## config.mk

```make
export PLATFORM = sky130hd
export DESIGN_NAME = serial_frame_tx
export DESIGN_NICKNAME = d
export VERILOG_FILES = /design/src/rtl/serial_tx_pkg.sv /design/src/rtl/tx_shift_reg.sv /design/src/rtl/serial_frame_tx.sv
export SDC_FILE = /design/constraint.sdc
export NUM_CORES = 1
export LEC_CHECK = 0
export BUFFER_PORTS_ARGS = -buffer_cell sky130_fd_sc_hd__buf_2
export CORE_MARGIN = 5
export CORE_UTILIZATION = 31
export CTS_CLUSTER_DIAMETER = 40
export DETAILED_ROUTE_END_ITERATION = 10
export HOLD_SLACK_MARGIN = 0.03
export PLACE_DENSITY = 0.52
export SLEW_MARGIN = 20
export SYNTH_ARGS = -nofsm -noshare
export SYNTH_HDL_FRONTEND = slang
export SYNTH_SLANG_ARGS = --single-unit
```

## constraint.sdc

```tcl
create_clock -name clk -period 1.5 [get_ports clk]
set_input_delay 0.3 -clock clk [delete_from_list [all_inputs] [get_ports clk]]
set_output_delay 0.3 -clock clk [all_outputs]
set_load 0.02 [all_outputs]
```

## src/rtl/serial_tx_pkg.sv

```systemverilog
// Shared encodings for the serial frame transmitter: FSM states and bit-order modes.
package serial_tx_pkg;

  typedef enum logic [1:0] {
    ST_IDLE  = 2'b00,
    ST_START = 2'b01,
    ST_DATA  = 2'b10,
    ST_STOP  = 2'b11
  } state_t;

  localparam logic MODE_MSB_FIRST = 1'b0;
  localparam logic MODE_LSB_FIRST = 1'b1;

endpackage

```

## src/rtl/tx_shift_reg.sv

```systemverilog
// Payload shift register: loads a word with its bit order, presents the head bit,
// and advances one bit per shift toward the head.
module tx_shift_reg
  import serial_tx_pkg::*;
#(
  parameter int unsigned DATA_W = 8
) (
  input  logic              clk,
  input  logic              rst,
  input  logic              load,
  input  logic              shift,
  input  logic              dir,
  input  logic [DATA_W-1:0] d,
  output logic              head
);

  logic [DATA_W-1:0] r_q;
  logic              r_dir;

  // Bit order is latched with the word so later mode changes cannot disturb it
  always_ff @(posedge clk) begin
    if (!rst) begin
      r_q   <= '0;
      r_dir <= MODE_MSB_FIRST;
    end else if (load) begin
      r_q   <= d;
      r_dir <= dir;
    end else if (shift) begin
      if (r_dir == MODE_MSB_FIRST) begin
        r_q <= {r_q[DATA_W-2:0], 1'b0};
      end else begin
        r_q <= {1'b0, r_q[DATA_W-1:1]};
      end
    end
  end

  assign head = (r_dir == MODE_MSB_FIRST) ? r_q[DATA_W-1] : r_q[0];

endmodule

```

## src/rtl/serial_frame_tx.sv

```systemverilog
// Serialises a parallel word as start bit, DATA_W data bits, stop bit on one line.
// out/busy/done are registered decodes of state, so they trail state by one cycle.
module serial_frame_tx
  import serial_tx_pkg::*;
#(
  parameter int unsigned DATA_W    = 8,
  parameter bit          START_LVL = 1'b1
) (
  input  logic              clk,
  input  logic              rst,
  input  logic              start,
  input  logic [DATA_W-1:0] data,
  input  logic              mode,
  output logic              out,
  output logic              busy,
  output logic              done,
  output logic [1:0]        state,
  output logic [1:0]        next_state
);

  localparam int unsigned     CNT_W    = $clog2(DATA_W);
  localparam logic [CNT_W-1:0] CNT_LAST = CNT_W'(DATA_W - 1);

  state_t           r_state;
  state_t           w_next;
  logic [CNT_W-1:0] r_cnt;
  logic             w_load;
  logic             w_shift;
  logic             w_head;

  assign w_load  = start && ((r_state == ST_IDLE) || (r_state == ST_STOP));
  assign w_shift = (r_state == ST_DATA);

  tx_shift_reg #(
    .DATA_W (DATA_W)
  ) u_shift (
    .clk   (clk),
    .rst   (rst),
    .load  (w_load),
    .shift (w_shift),
    .dir   (mode),
    .d     (data),
    .head  (w_head)
  );

  always_comb begin
    w_next = r_state;
    case (r_state)
      ST_IDLE:  if (start) w_next = ST_START;
      ST_START: w_next = ST_DATA;
      ST_DATA:  if (r_cnt == CNT_LAST) w_next = ST_STOP;
      ST_STOP:  w_next = start ? ST_START : ST_IDLE;
      default:  w_next = ST_IDLE;
    endcase
  end

  // Line and status flops decode the current state, never the inputs
  always_ff @(posedge clk) begin
    if (!rst) begin
      r_state <= ST_IDLE;
      r_cnt   <= '0;
      out     <= ~START_LVL;
      busy    <= 1'b0;
      done    <= 1'b0;
    end else begin
      r_state <= w_next;
      if (r_state == ST_DATA) begin
        r_cnt <= (r_cnt == CNT_LAST) ? '0 : CNT_W'(r_cnt + 1'b1);
      end else begin
        r_cnt <= '0;
      end
      case (r_state)
        ST_START: out <= START_LVL;
        ST_DATA:  out <= w_head;
        default:  out <= ~START_LVL;
      endcase
      busy <= (r_state != ST_IDLE);
      done <= (r_state == ST_STOP);
    end
  end

  assign state      = r_state;
  assign next_state = w_next;

endmodule
```

==> flow_metrics.py, run 1 <==
metrics = {
    "setup_path": {
        "worstSetupPathType": "reg2out",
        "setup.worst_path.end_class": "primary output",
        "crit_fanout": 3,
        "rr_worst_depth": 5,
        "r2r_slack_ns": 0.09,
        "timing.rr.end": "u_shift.r_q[5]",
        "critPathLaunch": "state[0]",
        "r2r_start": "state[0]",
        "critical_path_arrival_ns": 1.36,
        "cp.required_ns": 1.20,
        "startpoint_type": "flip-flop",
    },
    "floorplanning": {
        "core_um2": 2758,
        "rows": 19,
        "pin_count": 19,
        "start_util_pct": 32.58,
        "die_w_um": 63.83,
        "die_height_um": 63.83,
        "dieArea_um2": 4074,
    },
    "grt": {
        "grt_most_used_layer": "met2",
        "met3_usage_pct": 4.553,
        "grt_util_met2_pct": 17.71,
        "grt_max_degree": 24,
        "grt_pass1_vias": 756,
        "antenna_found_initial": 0,
        "overflow": 0,
        "grt_usage_pct": 10.63,
        "grt_pass1_wl_um": 3450,
        "use_met1_pct": 12.21,
    },
    "clock_tree": {
        "cts_tree": "yes",
        "cts_buffers": 3,
        "clock-sinks": 17,
        "root_buffer": "clkbuf_4",
        "clkLatencyLatePin_ns": 0.29,
        "h-tree-depth": 1,
        "clkTransAtPathRegs_ns": 0.10,
        "cts_setup_buffers": 0,
        "hold_buffers": 0,
        "cts_max_path_buffers": 2,
    },
    "outcome": {
        "violations": "negative setup slack",
        "status": "complete, but fails checks",
    },
    "timing": {
        "period_needed_ns": 1.663,
        "drv_slew": 0,
        "setup_violations": 1,
        "setup_tns_ns": -0.1626,
        "fin_ws_ns": -0.1626,
        "grt_setup_unrepaired": "yes",
        "tightest_slew_ns": 0.2969,
        "max_freq_ghz": 0.6015,
        "fin_worst_skew_ns": 0.007112,
        "relSlewSlack_pct": 80.21,
        "hold_violations": 0,
        "period_share_pct": 110.8,
    },
    "final_layout": {
        "area_growth_pct": 29.39,
        "nFillCells": 294,
        "final_common_cell": "buf_2",
        "drive_above_1_share_pct": 39.66,
        "final_util_pct": 42.15,
        "diodes": 0,
        "final_cell_mix": "buf_2 (16), dfxtp_1 (13), nand2_1 (12)",
        "nets": 136,
    },
    "placement": {
        "portBuffers": 18,
        "dp_slack_ns": -0.03829,
        "gp_congestion": 0.7395,
        "post-dp-hpwl_um": 1311,
    },
    "route": {
        "wl_per_cell_um": 13.44,
        "ant_nets": 0,
        "routed_via_density": 4.973,
        "vias": 731,
        "drt-initial-drc-count": 31,
        "first_pass_iters": 4,
        "finalWirelength_um": 1976,
        "drc": 0,
    },
    "synthesis": {
        "ys_seq_elements": 17,
        "ys_seq_area_share_pct": 37.88,
        "synth_edf_count": 0,
        "yosysUniqueCellTypes": 28,
        "synth_nets": 115,
        "yosys_warnings": 0,
        "synth_area_per_cell_um2": 9.358,
        "synth_ff_type": "dfxtp_1",
        "syn_area_um2": 898.4,
        "synthArstFlopShare_pct": 0,
        "postSynthCellCount": 96,
    },
    "worst_hold_path": {
        "hold_class": "in2reg",
        "hold_end": "u_shift.r_q[0]",
        "min-delay-start": "data[0]",
        "whs_path_depth": 3,
    },
    "power": {
        "leakage_nw": 0.4759,
        "peakVddDrop_v": 0.0007011,
        "power_density_nw_per_um2": 1073,
    },
    "run": {
        "maxCapViolCount": 0,
    },
}
-- kinds of logic (layout without fill, tap and decap cells) --
group           Yosys count  count (layout)  synth area share [%]
fa+ha+maj                 7               7                 9.749
simple gates             34              34                 20.19
buf+inv                  16              36                 10.03
compound gates           20              20                 19.78
mux                       2               2                 2.368
flops                    17              17                 37.88
-- how the worst max path moves through the flow --
| stage | slack, ns | cells past startpoint | to |
|---|---|---|---|
| final | -0.16 | 5 | next_state[0] |
| after global routing | -0.24 | 5 | next_state[0] |
| after CTS | -0.18 | 5 | next_state[0] |
| after detailed placement | -0.04 | 5 | next_state[0] |
| after global placement | -0.02 | 5 | next_state[0] |
| after floorplan | 0.008 | 6 | u_shift.r_q[1] |
-- layer usage --
layer	part of all wire [%]	routed length [µm]
met5	0	0
met4	0.71	14
met3	4.9	97
met2	50	995
met1	44	868
-- worst max-delay path, stage by stage (launching register included) --
cell and delay, ns:
dfxtp_4 0.39, inv_6 0.05, ha_4 0.17, nor2b_4 0.13, o31ai_4 0.19, buf_6 0.15
-- registers in the layout (all words and copies together) (netlist names) --
register / count
u_shift.r_dir: 1
r_cnt: 3
done: 1
out: 1
busy: 1
state: 2
u_shift.r_q: 8
-- cell usage after synthesis (2+ instances only) --
cell / count / area (µm²)
nor2_1: 8 / 30.03
buf_6: 3 / 33.78
a21oi_1: 2 / 10.01
nand2_1: 12 / 45.04
o2111a_1: 6 / 67.56
o2111ai_1: 5 / 43.79
and4b_1: 2 / 20.02
ha_1: 7 / 87.58
inv_1: 8 / 30.03
nor2b_1: 4 / 25.02
o21ai_1: 2 / 10.01
dfxtp_1: 17 / 340.3
and2_1: 3 / 18.77
buf_2: 3 / 15.01
-- per-stage QoR --
| step | cell area [µm²] | hold WS, ns | cells | power (mW) |
|---|---|---|---|---|
| 3_5_place_dp | 1041 | 0.4301 | 143 | 0.9558 |
| 2_1_floorplan | 927.1 | 0.4051 | 96 | 0.8759 |
| 6_report | 1162 | 0.2741 | 147 | 1.247 |
| 3_3_place_gp | 1041 | 0.4256 | 143 | 0.9438 |
| 5_1_grt | 1162 | 0.2589 | 147 | 1.352 |
| 4_1_cts | 1160 | 0.2654 | 147 | 1.261 |
-- timing repair --
action                     4_1_cts  5_1_grt
resized for setup               24        1
pin swaps                        3        0
setup endpoints to repair        2        2
-- where the power goes --
group | internal, mW | switching [mW] | total, mW | leakage [nW]
Clock | 0.103 | 0.145 | 0.248 | 0.0150
Sequential | 0.511 | 0.0400 | 0.551 | 0.142
Combinational | 0.205 | 0.242 | 0.447 | 0.319
Total | 0.820 | 0.427 | 1.25 | 0.476
-- final cells by class --
class | count | area (µm²) | area share [%]
repair buffers | 24 | 143.9 | 12.38
inverters | 8 | 35.03 | 3.014
well taps | 31 | 38.79 | 3.337
clock buffers | 4 | 26.28 | 2.261
flip-flops and latches | 17 | 350.3 | 30.14
multi-input cells | 63 | 568.0 | 48.87
Power figures use the tool's default switching activity.
==> run 2: changes to the inputs <==
--- a/config.mk
+++ b/config.mk
@@ -6,6 +6,7 @@
 export NUM_CORES = 1
 export LEC_CHECK = 0
 export BUFFER_PORTS_ARGS = -buffer_cell sky130_fd_sc_hd__buf_2
+export CORE_ASPECT_RATIO = 0.7
 export CORE_MARGIN = 5
 export CORE_UTILIZATION = 31
 export CTS_CLUSTER_DIAMETER = 40
==> run 2 against run 1 <==
Net effect: the run still ends with negative setup slack left; non-clock buffer count is 1 lower; via count increased by 0.27%; combinational power up 2%; critical path type unchanged.
==> flow_metrics.py, run 2 (synthesis results as in run 1) <==
metrics = {
    "timing": {
        "fin_worst_skew_ns": 0.005950,
        "max_freq_ghz": 0.6226,
        "drv_slew": 0,
        "setup_tns_ns": -0.1061,
        "setup_violations": 1,
        "period_needed_ns": 1.606,
        "grt_setup_unrepaired": "yes",
        "period_share_pct": 107.1,
        "tightest_slew_ns": 0.2852,
        "fin_ws_ns": -0.1061,
        "hold_slack_ns": 0.3058,
        "relSlewSlack_pct": 80.99,
        "hold_violations": 0,
    },
    "grt": {
        "overflow": 0,
        "grt_max_degree": 24,
        "grt_usage_pct": 10.00,
        "antenna_found_initial": 0,
        "grt_pass1_wl_um": 3042,
        "grt_pass1_vias": 712,
    },
    "power": {
        "seqPwrFrac_pct": 41.4,
        "total_power_mw": 1.363,
        "power_density_nw_per_um2": 1146,
        "leakage_nw": 0.4921,
        "combPwrFrac_pct": 33.4,
        "power_frac_clock_pct": 25.3,
        "switching_power_mw": 0.4487,
        "p_int_mw": 0.9143,
        "peakVddDrop_v": 0.0004428,
        "switching_share_pct": 32.92,
    },
    "setup_path": {
        "r2r_slack_ns": 0.05,
        "r2r_start": "state[1]",
        "max_stage_delay_ns": 0.35,
        "cp-endpoint": "next_state[0]",
        "worstSetupPathType": "reg2out",
        "crit_fanout": 2,
        "cp_slowest_cell": "dfxtp_2",
        "startpoint_type": "flip-flop",
        "setup.worst_path.end_class": "primary output",
        "crit_top_cell": "ha_4",
        "cp_cell_sequence": "ha_4, ha_4, nor2_2, o31ai_4, buf_6",
        "rr_worst_depth": 6,
        "critical_path_arrival_ns": 1.31,
        "cp.required_ns": 1.20,
        "critPathLaunch": "r_cnt[0]",
        "timing.rr.end": "u_shift.r_q[1]",
    },
    "final_layout": {
        "largest_register_ffs": 8,
        "stdcell_count": 152,
        "final_cell_mix": "buf_2 (16), dfxtp_1 (13), nand2_1 (12)",
        "nets": 136,
        "regMostFlops": "u_shift.r_q",
        "diodes": 0,
        "drive_above_1_share_pct": 38.79,
        "final_common_cell": "buf_2",
        "area_growth_pct": 32.45,
    },
    "floorplanning": {
        "die_height_um": 55.04,
        "die_w_um": 74.34,
        "rows": 16,
        "core_um2": 2783,
        "pin_count": 19,
        "start_util_pct": 32.28,
        "dieArea_um2": 4092,
    },
    "worst_hold_path": {
        "hold_class": "in2reg",
    },
    "clock_tree": {
        "clkLatencyLatePin_ns": 0.25,
        "clkTransAtPathRegs_ns": 0.07,
        "clock-sinks": 17,
        "hold_buffers": 0,
        "cts_tree": "yes",
        "cts_buffers": 3,
        "root_buffer": "clkbuf_8",
        "h-tree-depth": 1,
        "cts_max_path_buffers": 2,
    },
    "placement": {
        "dp_slack_ns": -0.05580,
        "place_inst": 146,
        "portBuffers": 18,
        "post-dp-hpwl_um": 1263,
        "gp_congestion": 0.7368,
    },
    "route": {
        "routed_via_density": 4.822,
        "ant_nets": 0,
        "first_pass_iters": 4,
        "drc": 0,
        "drt-initial-drc-count": 16,
        "finalWirelength_um": 1962,
        "vias": 733,
        "wl_per_cell_um": 12.91,
    },
    "outcome": {
        "status": "complete, but fails checks",
        "violations": "negative setup slack",
    },
    "run": {
        "maxCapViolCount": 0,
    },
}
-- run 2: worst min path at each step --
stage	start	endpoint	slack [ns]	depth (start not counted)
6_report	mode	u_shift.r_dir	0.31	3
5_1_grt	mode	u_shift.r_dir	0.31	3
4_1_cts	mode	u_shift.r_dir	0.30	3
3_5_place_dp	r_cnt[0]	r_cnt[0]	0.42	1
3_3_place_gp	r_cnt[0]	r_cnt[0]	0.41	1
2_1_floorplan	r_cnt[0]	r_cnt[0]	0.41	1
-- run 2: layout make-up --
class / instances / area [µm²]
Inverter: 8 / 37.54
Clock inverter: 1 / 5.005
Sequential cell: 17 / 350.3
Tap cell: 36 / 45.04
Timing Repair Buffer: 23 / 143.9
Multi-Input combinational cell: 64 / 566.8
Clock buffer: 3 / 41.29
Fill cell: 274 / 1593
-- run 2: repair_timing --
action                                  CTS  global route
endpoints found under the setup margin    1             9
pin swaps                                 6             0
gates resized for setup                  22             4
setup buffers                             1             0
cloned                                    0             1
-- run 2: power by group through the flow --
stage	logic (mW)	registers, mW	clock network (mW)
detailed placement	0.374	0.564	0
CTS	0.424	0.562	0.361
global placement	0.370	0.562	0
floorplan	0.306	0.569	0
finish	0.455	0.564	0.344
global route	0.502	0.571	0.378
-- run 2: worst max-delay path, delay by kind of cell (launching register included) --
family                     cells  cell delay, ns
DFF                            1            0.35
adders and majority gates      2            0.27
AOI/OAI and AO/OA              1            0.25
buffers and inverters          1            0.15
and+or+nand+nor                1            0.04
-- run 2: metal layers --
layer	share of wire, %	GRT usage, %
met1	47	11.12
met2	47	17.94
met3	4.6	3.610
met4	1.1	3.550
met5	0	0
-- run 2: through the flow --
step	util (%)	instance area, µm²
after CTS	41.91	1166
final	42.76	1190
after global placement	37.10	1032
after floorplan	-	927.1
after detailed placement	37.10	1032
after global routing	42.76	1190
==> run 3: changes to the inputs <==
--- a/config.mk
+++ b/config.mk
@@ -12,7 +12,7 @@
 export CTS_CLUSTER_DIAMETER = 40
 export DETAILED_ROUTE_END_ITERATION = 10
 export HOLD_SLACK_MARGIN = 0.03
-export PLACE_DENSITY = 0.52
+export PLACE_DENSITY = 0.5
 export SLEW_MARGIN = 20
 export SYNTH_ARGS = -nofsm -noshare
 export SYNTH_HDL_FRONTEND = slang
==> constraint.sdc (replaced) <==
create_clock -name clk -period 1.73 [get_ports clk]
set_input_delay 0.346 -clock clk [delete_from_list [all_inputs] [get_ports clk]]
set_output_delay 0.346 -clock clk [all_outputs]
set_load 0.02 [all_outputs]
==> run 3 against run 2 <==
Net effect: the run now ends clean; global-route usage up 0.99 points; count of clock-buffer cells in the layout is the same; register-to-register slack better by 0.07 ns.
==> flow_metrics.py, run 3 (synthesis results as in run 1) <==
metrics = {
    "timing": {
        "grt_setup_unrepaired": "yes",
        "hold_violations": 0,
        "fin_ws_ns": 0.03484,
        "setup_tns_ns": 0,
        "period_share_pct": 97.99,
        "period_needed_ns": 1.695,
        "tightest_slew_ns": 0.2692,
        "relSlewSlack_pct": 82.05,
        "hold_slack_ns": 0.3645,
        "drv_slew": 0,
        "max_freq_ghz": 0.5899,
        "setup_violations": 0,
        "fin_worst_skew_ns": 0.006243,
    },
    "power": {
        "p_int_mw": 0.7705,
        "switching_power_mw": 0.3829,
        "peakVddDrop_v": 0.0004240,
        "power_frac_clock_pct": 25.9,
        "switching_share_pct": 33.20,
        "leakage_nw": 0.4801,
        "power_density_nw_per_um2": 988.1,
        "combPwrFrac_pct": 32.2,
        "seqPwrFrac_pct": 41.8,
    },
    "floorplanning": {
        "core_um2": 2783,
        "die_w_um": 74.34,
        "die_height_um": 55.04,
        "pin_count": 19,
        "dieArea_um2": 4092,
        "start_util_pct": 32.28,
        "rows": 16,
    },
    "final_layout": {
        "regMostFlops": "u_shift.r_q",
        "area_growth_pct": 29.94,
        "fin_area_um2": 1167,
        "drive_above_1_share_pct": 38.26,
        "largest_register_ffs": 8,
        "diodes": 0,
        "nets": 135,
        "final_common_cell": "buf_2",
        "final_cell_mix": "buf_2 (17), dfxtp_1 (13), nand2_1 (12)",
    },
    "route": {
        "ant_nets": 0,
        "finalWirelength_um": 1977,
        "first_pass_iters": 4,
        "routed_via_density": 4.656,
        "vias": 703,
        "drc": 0,
        "wl_per_cell_um": 13.09,
        "drt-initial-drc-count": 24,
    },
    "grt": {
        "grt_pass1_wl_um": 3249,
        "grt_max_degree": 24,
        "overflow": 0,
        "antenna_found_initial": 0,
        "grt_usage_pct": 10.99,
        "grt_pass1_vias": 683,
    },
    "clock_tree": {
        "cts_tree": "yes",
        "h-tree-depth": 1,
        "cts_buffers": 3,
        "clkLatencyLatePin_ns": 0.25,
        "hold_buffers": 0,
        "cts_max_path_buffers": 2,
        "clock-sinks": 17,
        "clkTransAtPathRegs_ns": 0.07,
        "root_buffer": "clkbuf_8",
    },
    "run": {
        "maxCapViolCount": 0,
    },
    "worst_hold_path": {
        "hold_class": "in2reg",
    },
    "setup_path": {
        "startpoint_type": "flip-flop",
        "cp.required_ns": 1.38,
        "setup.worst_path.end_class": "primary output",
        "worstSetupPathType": "reg2out",
        "critical_path_arrival_ns": 1.35,
        "cp_cell_sequence": "inv_2, ha_4, nor2b_4, o31ai_4, buf_6",
        "cp_slowest_cell": "dfxtp_4",
        "max_stage_delay_ns": 0.38,
        "crit_fanout": 4,
    },
    "placement": {
        "gp_congestion": 0.7128,
        "post-dp-hpwl_um": 1293,
        "dp_slack_ns": 0.09892,
        "portBuffers": 18,
        "dpl_cell_area_um2": 989.7,
    },
    "outcome": {
        "status": "complete, no violations",
    },
}
## run 3: cell count changes in the layout (fill, tap and decap cells not counted), sizes merged
| cell | previous run | this run |
|---|---|---|
| nand2b | 3 | 2 |
## run 3: what timing repair did
item                                    in CTS  in global routing
gates cloned                                 0                  0
endpoints found under the hold margin        0                  0
setup buffers                                3                  0
gates resized for setup                     24                  4
pin swaps                                    5                  2
endpoints found under the setup margin       1                  1
## run 3: worst max-delay path: cells and delay by family, from the launching register on
family	cells	cell delay [ns]
compound gates	1	0.21
simple gates	1	0.13
fa+ha+maj	1	0.17
flops	1	0.38
buf+inv	2	0.21
## run 3: per-stage QoR
step	total power, mW	cells	util, %
5_1_grt	1.226	151	41.95
4_1_cts	1.156	151	41.10
2_1_floorplan	0.7378	96	-
6_report	1.153	151	41.95
3_5_place_dp	0.7930	144	35.57
3_3_place_gp	0.7862	144	35.57
## run 3: power by group through the flow
stage,Sequential (mW),Clock [mW],Combinational [mW]
global placement,0.486,0,0.301
floorplan,0.492,0,0.245
global route,0.489,0.328,0.409
CTS,0.479,0.316,0.361
detailed placement,0.486,0,0.307
finish,0.483,0.299,0.372
## run 3: area by class of cell
class                      instances  area, µm²
clock buffer                       3      41.29
clock inverter                     1      5.005
fill                             276       1615
inverter                           8      32.53
multi-input combinational         63      555.5
sequential                        17      350.3
tap                               36      45.04
timing repair buffer              23      137.6
## run 3: per-layer routing
layer | part of all wire (%) | vias to the layer above | GRT usage (%) | wire [µm]
met4 | 0.40 | 0 | 3.550 | 8
met1 | 49 | 318 | 13.99 | 971
met2 | 45 | 13 | 16.76 | 887
met5 | 0 | - | 0 | 0
met3 | 5.6 | 2 | 4.874 | 110
li1 | - | 370 | - | -
## run 3: path summary, 6_finish.rpt
path	to	start	slack (ns)	cells after the start
setup / recovery	next_state[0]	state[1]	0.03	5
hold / removal	u_shift.r_q[3]	data[3]	0.36	2
setup reg to reg	u_shift.r_q[2]	state[1]	0.12	6
hold reg to reg	r_cnt[0]	r_cnt[0]	0.43	1
